===== src/rtl/mips_pkg.sv =====
// Shared constants for the multicycle MIPS control path: opcodes, alu_op codes and FSM states.
package mips_pkg;

    localparam logic [5:0] OP_RTYPE = 6'b000000;
    localparam logic [5:0] OP_LW    = 6'b100011;
    localparam logic [5:0] OP_SW    = 6'b101011;
    localparam logic [5:0] OP_BEQ   = 6'b000100;
    localparam logic [5:0] OP_J     = 6'b000010;
    localparam logic [5:0] OP_ADDI  = 6'b001000;

    localparam logic [2:0] ALUOP_ADD   = 3'b000;
    localparam logic [2:0] ALUOP_SUB   = 3'b101;
    localparam logic [2:0] ALUOP_RTYPE = 3'b111;

    // S_TRAP is only reachable when the illegal-opcode trap is built in.
    typedef enum logic [3:0] {
        S_RESET, S_FETCH, S_DECODE, S_MEMADR, S_MEMRD, S_MEMWB, S_MEMWR,
        S_EXEC, S_ALUWB, S_ADDIEX, S_ADDIWB, S_BRANCH, S_JUMP, S_TRAP
    } state_e;

endpackage


===== src/rtl/mem_wait_timer.sv =====
// Counts cycles spent waiting on mem_ready; expired rises once LIMIT waiting cycles have elapsed.
module mem_wait_timer #(
    parameter logic [7:0] LIMIT = 8'd255
) (
    input  logic clk,
    input  logic rst,
    input  logic clr,
    input  logic en,
    output logic expired
);

    logic [7:0] count;

    // NOTE: sequential state uses non-blocking assignments so every flop samples pre-edge values.
    always_ff @(posedge clk or posedge rst) begin
        if (rst) begin
            count <= '0;
        end else if (clr) begin
            count <= '0;
        end else if (en) begin
            count <= count + 8'd1;
        end
    end

    assign expired = (count == LIMIT);

endmodule


===== src/rtl/multicycle_control.sv =====
// Multicycle MIPS main control FSM with bounded memory wait and timeout pulse.
// Define MIPS_CTRL_ILLEGAL_TRAP_EN to add illegal_op and a sticky TRAP state for undefined opcodes.
module multicycle_control
    import mips_pkg::*;
#(
    parameter int unsigned MEM_WAIT_MAX = 255
) (
    input  logic       clk,
    input  logic       rst,
    input  logic [5:0] opcode,
    input  logic       mem_ready,
    output logic       pc_write,
    output logic       pc_write_cond,
    output logic       iord,
    output logic       mem_read,
    output logic       mem_write,
    output logic       ir_write,
    output logic       mem_to_reg,
    output logic       reg_dst,
    output logic       reg_write,
    output logic       alu_src_a,
    output logic [1:0] alu_src_b,
    output logic [1:0] pc_src,
    output logic [2:0] alu_op,
    output logic       mem_timeout
`ifdef MIPS_CTRL_ILLEGAL_TRAP_EN
    ,
    output logic       illegal_op
`endif
);

    state_e state, next_state;
    logic   timer_clr, timer_en, timer_expired;

    mem_wait_timer #(.LIMIT(8'(MEM_WAIT_MAX))) u_timer (
        .clk     (clk),
        .rst     (rst),
        .clr     (timer_clr),
        .en      (timer_en),
        .expired (timer_expired)
    );

    always_ff @(posedge clk or posedge rst) begin
        if (rst) state <= S_RESET;
        else     state <= next_state;
    end

    // The timer only runs while a memory state is still waiting; any other cycle clears it,
    // so it is zero on every entry to FETCH, MEMRD or MEMWR.
    always_comb begin
        // NOTE: every output gets a default first so no path through the case infers a latch.
        next_state    = state;
        timer_clr     = 1'b1;
        timer_en      = 1'b0;
        pc_write      = 1'b0;
        pc_write_cond = 1'b0;
        iord          = 1'b0;
        mem_read      = 1'b0;
        mem_write     = 1'b0;
        ir_write      = 1'b0;
        mem_to_reg    = 1'b0;
        reg_dst       = 1'b0;
        reg_write     = 1'b0;
        alu_src_a     = 1'b0;
        alu_src_b     = 2'b00;
        pc_src        = 2'b00;
        alu_op        = ALUOP_ADD;
        mem_timeout   = 1'b0;
`ifdef MIPS_CTRL_ILLEGAL_TRAP_EN
        illegal_op    = 1'b0;
`endif
        unique case (state)
            S_RESET: next_state = S_FETCH;
            S_FETCH: begin
                mem_read  = 1'b1;
                alu_src_b = 2'b01;
                if (timer_expired) begin
                    mem_timeout = 1'b1;
                    next_state  = S_FETCH;
                end else if (mem_ready) begin
                    ir_write   = 1'b1;
                    pc_write   = 1'b1;
                    next_state = S_DECODE;
                end else begin
                    timer_clr = 1'b0;
                    timer_en  = 1'b1;
                end
            end
            S_DECODE: begin
                alu_src_b = 2'b11;
                case (opcode)
                    OP_RTYPE:     next_state = S_EXEC;
                    OP_LW, OP_SW: next_state = S_MEMADR;
                    OP_BEQ:       next_state = S_BRANCH;
                    OP_J:         next_state = S_JUMP;
                    OP_ADDI:      next_state = S_ADDIEX;
`ifdef MIPS_CTRL_ILLEGAL_TRAP_EN
                    default:      next_state = S_TRAP;
`else
                    default:      next_state = S_FETCH;
`endif
                endcase
            end
            S_MEMADR: begin
                alu_src_a  = 1'b1;
                alu_src_b  = 2'b10;
                next_state = (opcode == OP_SW) ? S_MEMWR : S_MEMRD;
            end
            S_MEMRD: begin
                mem_read = 1'b1;
                iord     = 1'b1;
                if (timer_expired) begin
                    mem_timeout = 1'b1;
                    next_state  = S_FETCH;
                end else if (mem_ready) begin
                    next_state = S_MEMWB;
                end else begin
                    timer_clr = 1'b0;
                    timer_en  = 1'b1;
                end
            end
            S_MEMWB: begin
                reg_write  = 1'b1;
                mem_to_reg = 1'b1;
                next_state = S_FETCH;
            end
            S_MEMWR: begin
                iord = 1'b1;
                if (timer_expired) begin
                    mem_timeout = 1'b1;
                    next_state  = S_FETCH;
                end else begin
                    mem_write = 1'b1;
                    if (mem_ready) begin
                        next_state = S_FETCH;
                    end else begin
                        timer_clr = 1'b0;
                        timer_en  = 1'b1;
                    end
                end
            end
            S_EXEC: begin
                alu_src_a  = 1'b1;
                alu_op     = ALUOP_RTYPE;
                next_state = S_ALUWB;
            end
            S_ALUWB: begin
                reg_write  = 1'b1;
                reg_dst    = 1'b1;
                next_state = S_FETCH;
            end
            S_ADDIEX: begin
                alu_src_a  = 1'b1;
                alu_src_b  = 2'b10;
                next_state = S_ADDIWB;
            end
            S_ADDIWB: begin
                reg_write  = 1'b1;
                next_state = S_FETCH;
            end
            S_BRANCH: begin
                alu_src_a     = 1'b1;
                alu_op        = ALUOP_SUB;
                pc_write_cond = 1'b1;
                pc_src        = 2'b01;
                next_state    = S_FETCH;
            end
            S_JUMP: begin
                pc_write   = 1'b1;
                pc_src     = 2'b10;
                next_state = S_FETCH;
            end
`ifdef MIPS_CTRL_ILLEGAL_TRAP_EN
            S_TRAP: illegal_op = 1'b1;
`endif
            default: next_state = S_RESET;
        endcase
    end

endmodule


===== config.mk =====
export PLATFORM = sky130hd
export DESIGN_NAME = multicycle_control
export DESIGN_NICKNAME = d
export VERILOG_FILES = /design/src/rtl/mips_pkg.sv /design/src/rtl/mem_wait_timer.sv /design/src/rtl/multicycle_control.sv
export SDC_FILE = /design/constraint.sdc
export NUM_CORES = 1
export LEC_CHECK = 0
export CAP_MARGIN = 20
export CORE_MARGIN = 8
export CORE_UTILIZATION = 30
export CTS_CLUSTER_DIAMETER = 200
export DETAILED_ROUTE_END_ITERATION = 10
export SETUP_SLACK_MARGIN = 0.2
export SLEW_MARGIN = 20
export SYNTH_ARGS = -nofsm -noshare
export SYNTH_HDL_FRONTEND = slang
export SYNTH_SLANG_ARGS = --single-unit

===== constraint.sdc =====
create_clock -name clk -period 1.8 [get_ports clk]
set_input_delay 0.36 -clock clk [delete_from_list [all_inputs] [get_ports clk]]
set_output_delay 0.36 -clock clk [all_outputs]
set_load 0.05 [all_outputs]

# Word-level counts from Yosys, hierarchy flattened
# Index checks and enable logic that the tools add are counted.
classes:
  n_reduce_logical: 12
  n_mux: 34
  n_addsub: 1
  eq_ne: 21
ops:
  columns: ["cell", "n"]
  rows:
  - ["case mux 4 bit (8 select lines)", 1]
  - ["two-way mux 4 bit", 6]
  - ["equality test 4 bit, second input constant", 5]
  - ["case mux 4 bit (5 select lines)", 1]
  - ["two-way mux 1 bit", 19]
  - ["equality test 4 x 3 -> 1 bit, second input constant", 4]
  - ["two-way mux 8 bit", 2]
  - ["equality test 6 bit, second input constant", 2]
  - ["!= test 3 bit, second input constant", 3]
  - ["adder 8 x 1 -> 8 bit, second input constant", 1]
  - ["equality test 4 x 2 -> 1 bit, second input constant", 2]
  - ["equality test 8 bit, second input constant", 1]
  - ["OR reduction 2 bit", 4]
  - ["equality test 6 x 2 -> 1 bit, second input constant", 1]
  - ["equality test 6 x 3 -> 1 bit, second input constant", 1]
  - ["equality test 6 x 4 -> 1 bit, second input constant", 1]
  - ["zero test 6 bit", 1]
  - ["case mux 2 bit (3 select lines)", 1]
  - ["case mux 3 bit (2 select lines)", 1]
  - ["OR reduction 3 bit", 2]
  - ["OR reduction 6 bit", 1]
  - ["equality test 4 x 1 -> 1 bit, second input constant", 1]
  - ["zero test 4 bit", 1]
  - ["case mux 2 bit (2 select lines)", 1]
  - ["other kinds (5)", 5]
totals:
  elab_cells: 70
  ff_bits: 12
  in_bits: 9

# Depth between registers and ports, before layout
depth:
  ltp_word: 5
  depth_mapped: 5

# By module
# A second synthesis with hierarchy kept.
hier_totals:
  hier_cells: 130
  area_unflattened_um2: 1046.0
by_module_without_submodules:
  columns: ["mod", "cells_per_inst", "area_each_um2", "n_inst"]
  rows:
  - ["multicycle_control", 90, 654.4, 1]
  - ["mem_wait_timer", 40, 391.6, 1]

# Least setup slack after synthesis
# No wires, ideal clock.
synth_timing:
  kind: "reg-to-output"
  from: "register u_timer.count[0]"
  to: "output port mem_timeout"
  path_stages_with_launch: 5
  arrival_time_ps: 2244
  required_ps: 1440
  slack_ps: -804
  cell_sequence: "dfrtp_1 > ha_1 > nand2_1 > or3_1 > a211oi_1"
synth_between:
  elab_chain_cells: 3
synth_rtl:
  columns: ["item", "line_no", "text"]
  rows:
  - ["start, declared", "mem_wait_timer.sv:12", "logic [7:0] count;"]
  - ["start signal, assigned", "mem_wait_timer.sv:21", "count <= count + 8'd1;"]
  - ["equality test 8 bit", "mem_wait_timer.sv:25", "assign expired = (count == LIMIT);"]
  - ["two-way mux 1 bit", "multicycle_control.sv:77, multicycle_control.sv:112, multicycle_control.sv:129", null]
  - ["two-way mux 1 bit", null, null]
  - ["end, declared", "multicycle_control.sv:25", "output logic mem_timeout"]
# No other way between the ends.

# Worst setup path after layout
layout_timing:
  from: "register u_timer.count[0]"
  to: "output port ir_write"
layout_between:
  elab_chain_cells: 3
layout_rtl:
  columns: ["item", "line_no", "text"]
  rows:
  - ["equality test 8 bit", "mem_wait_timer.sv:25", null]
  - ["two-way mux 1 bit", "multicycle_control.sv:77", "if (timer_expired) begin"]
  - ["two-way mux 1 bit", "multicycle_control.sv:72", "unique case (state)"]
  - ["end, declared", "multicycle_control.sv:17", "output logic ir_write,"]
# No other way between the ends.

==> flow_metrics.env <==
export IMPL_diodes=0
export IMPL_tritoncts_clock_tree="done"
export IMPL_static_leakage_power_nw=0.874
export IMPL_synth_seq_area_share=0.333
export IMPL_flow_area_growth_from_synthesis_pct=142
export IMPL_clkTransAtPathRegs_ns=0.07
export IMPL_p_int_mw=1.75
export IMPL_max_slew_margin_rel=0.695
export IMPL_postSynth_topFlopCell="sky130_fd_sc_hd__dfrtp_1"
export IMPL_cts_hold_repair_buffers=0
export IMPL_nets=196
export IMPL_grt_first_pass_wirelength_mm=6.07
export IMPL_post_route_period_util=1.17
export IMPL_cts_buffers_inserted=3
export IMPL_h_tree_level_count=1
export IMPL_worst_endpoint_arrival_ns=1.75
export IMPL_maximum_achievable_frequency_mhz=474
export IMPL_status="finished, violations left"
export IMPL_yosys_cell_types_count=37
export IMPL_final_weighted_congestion_in_routability_driven_placement=0.868
export IMPL_grt_use_total=0.148
export IMPL_fillCellCount=196
export IMPL_grt_antenna_before_repair=0
export IMPL_fp_coreArea_sq_um=2950
export IMPL_placement_cell_area_sq_um=1670
export IMPL_initial_core_utilization=0.305
export IMPL_final_core_utilization=0.739
export IMPL_route_detailed_vias_per_inst=5.21
export IMPL_synthesis_instances=115
export IMPL_ratio_of_cells_with_drive_above_1_in_the_final_layout=0.636
export IMPL_critPathKind="flop to output port"
export IMPL_peakVddDrop_uv=639
export IMPL_power_frac_clock=0.049
export IMPL_die_width_um=70.8
export IMPL_syn_area_sq_um=901
export IMPL_worst_setup_path_start_kind="flop"
export IMPL_dieArea_sq_um=5010
export IMPL_logic_pwr_share=0.832
export IMPL_grt_pass1_vias=1241
export IMPL_cts_buffer_depth=2
export IMPL_route_detailed_wl_per_inst_um=16.8
export IMPL_drt_initial_drc_count=61
export IMPL_yosysWarnings=0
export IMPL_postRouteWirelength_mm=3.64
export IMPL_synth_ff_latch_count=12
export IMPL_drt_antenna_violating_nets=0
export IMPL_tightestPinTransition_ns=0.457
export IMPL_grt_start_max_net_pins=15
export IMPL_net_switching_power_mw=1.52
export IMPL_route_detailed_drc=0
export IMPL_worst_ep_required_time_ns=1.44
export IMPL_grt_overflow=0
export IMPL_setup_repair_after_global_routing_missed_its_margin="true"
export IMPL_finalInstanceArea_sq_um=2180
export IMPL_synth_enable_flop_cells=0
export IMPL_syn_area_per_cell_sq_um=7.83
export IMPL_synth_async_reset_ratio=1.00
export IMPL_failed_checks="negative setup slack"
export IMPL_power_per_cell_area_nw_per_um2=1500
export IMPL_min_path_type="primary input to async pin"
export IMPL_setup_viol=10
export IMPL_half_perimeter_wire_length_after_placement_mm=2.27
export IMPL_power_share_switching=0.464
export IMPL_slew_viol_final=0
export IMPL_cts_sinks=12
export IMPL_power_sequential_fraction=0.119
export IMPL_synth_nets=125
export IMPL_ctsRootBufferMaster="sky130_fd_sc_hd__clkbuf_4"
export IMPL_most_frequent_cells_in_the_layout="29 x sky130_fd_sc_hd__buf_4, 19 x sky130_fd_sc_hd__buf_12, 14 x sky130_fd_sc_hd__buf_6"
export IMPL_largest_driver_fanout_on_the_critical_path=3
export IMPL_timing_final_ws_setup_ns=-0.308
export IMPL_max_cap_viol_count=0
export IMPL_finalClockSkew_ns=0.00148
export IMPL_hold_viol_final=0
export IMPL_timing_critical_path_to_type="output port"
export IMPL_most_frequent_standard_cell_in_the_layout_excluding_fill_and_tap_cells="sky130_fd_sc_hd__buf_4"
export IMPL_fin_crit_ns=2.11
export IMPL_rows=20
export IMPL_drt_pass1_iter_count=4
export IMPL_pre_cts_ws_ns=-0.262
export IMPL_ports_placed_on_the_boundary=27
export IMPL_route_vias_total=1130
export IMPL_portBuffers=26
export IMPL_clock_insertion_delay_worst_skew_ns=0.27
export IMPL_die_height_um=70.8
worst max-delay path, stage by stage (launching register included):
cell and delay, ns:
sky130_fd_sc_hd__dfrtp_1 0.39, sky130_fd_sc_hd__ha_4 0.16, sky130_fd_sc_hd__nand2_2 0.05, sky130_fd_sc_hd__or3_4 0.34, sky130_fd_sc_hd__nand4_1 0.20, sky130_fd_sc_hd__buf_4 0.17, sky130_fd_sc_hd__inv_4 0.03, sky130_fd_sc_hd__buf_12 0.13
final timing paths:
check,endpoint,from,slack (ns),cells after the start
worst max-delay path,ir_write,u_timer.count[0],-0.31,7
worst min-delay path,state[2],rst,0.39,2
min in group clk,u_timer.count[7],u_timer.count[7],0.56,2
worst max register to register,state[1],u_timer.count[0],0.07,9
max in group asynchronous,state[0],rst,1.07,2
worst min register to register,u_timer.count[7],u_timer.count[7],0.56,2
cells by family (layout without fill, tap and decap cells):
group	count (synthesis)	in the layout	synth area share
XOR/XNOR	7	7	0.0681
adder cells (fa/ha/maj)	1	1	0.0139
buffers and inverters	12	81	0.0597
AND/OR/NAND/NOR	59	59	0.351
flip-flops	12	12	0.333
AO/OA/AOI/OAI	24	24	0.174
stage by stage:
step / total power [mW] / instances / hold WS, ns / setup TNS, ns
4_1_cts: 2.93 / 211 / 0.409 / -1.18
5_1_grt: 3.42 / 217 / 0.449 / -2.04
2_1_floorplan: 1.53 / 115 / 0.225 / -0.0856
3_5_place_dp: 2.28 / 193 / 0.541 / -0.429
6_report: 3.27 / 217 / 0.392 / -1.38
3_3_place_gp: 2.26 / 193 / 0.523 / -0.377
routing by layer:
layer	global-route usage	part of all wire	vias up
met5	0	0	-
met1	0.160	0.40	540
met3	0.0254	0.041	13
li1	-	-	545
met4	0.0762	0.037	0
met2	0.267	0.53	32
layout make-up:
class                      instances  area, sq um  area share
tap                               33         41.3      0.0189
timing repair buffer              73          887       0.407
sequential                        12          303       0.139
clock buffer                       3         22.5      0.0103
inverter                           5         27.5      0.0126
multi-input combinational         91          900       0.413
cells in the mapped netlist (2+ instances only):
| library cell | instances | area, sq um |
|---|---|---|
| sky130_fd_sc_hd__a21oi_1 | 6 | 30.0 |
| sky130_fd_sc_hd__buf_4 | 2 | 15.0 |
| sky130_fd_sc_hd__clkbuf_1 | 4 | 15.0 |
| sky130_fd_sc_hd__dfrtp_1 | 12 | 300 |
| sky130_fd_sc_hd__inv_1 | 5 | 18.8 |
| sky130_fd_sc_hd__nand2_1 | 11 | 41.3 |
| sky130_fd_sc_hd__nand2b_1 | 6 | 37.5 |
| sky130_fd_sc_hd__nand3_1 | 4 | 20.0 |
| sky130_fd_sc_hd__nand4_1 | 2 | 12.5 |
| sky130_fd_sc_hd__nor2_1 | 15 | 56.3 |
| sky130_fd_sc_hd__nor2b_1 | 2 | 12.5 |
| sky130_fd_sc_hd__nor3_1 | 7 | 35.0 |
| sky130_fd_sc_hd__o21ai_0 | 7 | 35.0 |
| sky130_fd_sc_hd__o2bb2ai_1 | 2 | 17.5 |
| sky130_fd_sc_hd__or3_1 | 2 | 12.5 |
| sky130_fd_sc_hd__or4_1 | 2 | 15.0 |
| sky130_fd_sc_hd__xnor2_1 | 4 | 35.0 |
| sky130_fd_sc_hd__xor2_1 | 3 | 26.3 |
registers in the layout, indices dropped and copies added (netlist names):
name,flops
u_timer.count,8
state,4
what timing repair did:
action / in CTS / in global routing
setup buffers: 14 / 6
pin swaps: 16 / 6
hold endpoints to repair: 0 / 0
setup endpoints to repair: 27 / 27
gates resized for setup: 51 / 24
gates cloned: 1 / 0
power by group through the flow:
| stage | sequential (mW) | combinational, mW | clock [mW] |
|---|---|---|---|
| final | 0.388 | 2.72 | 0.161 |
| after global routing | 0.393 | 2.84 | 0.182 |
| after CTS | 0.374 | 2.40 | 0.164 |
| after detailed placement | 0.372 | 1.91 | 0 |
| after global placement | 0.368 | 1.89 | 0 |
| after floorplan | 0.376 | 1.15 | 0 |
Note: power is estimated with default switching activity, not from simulation.
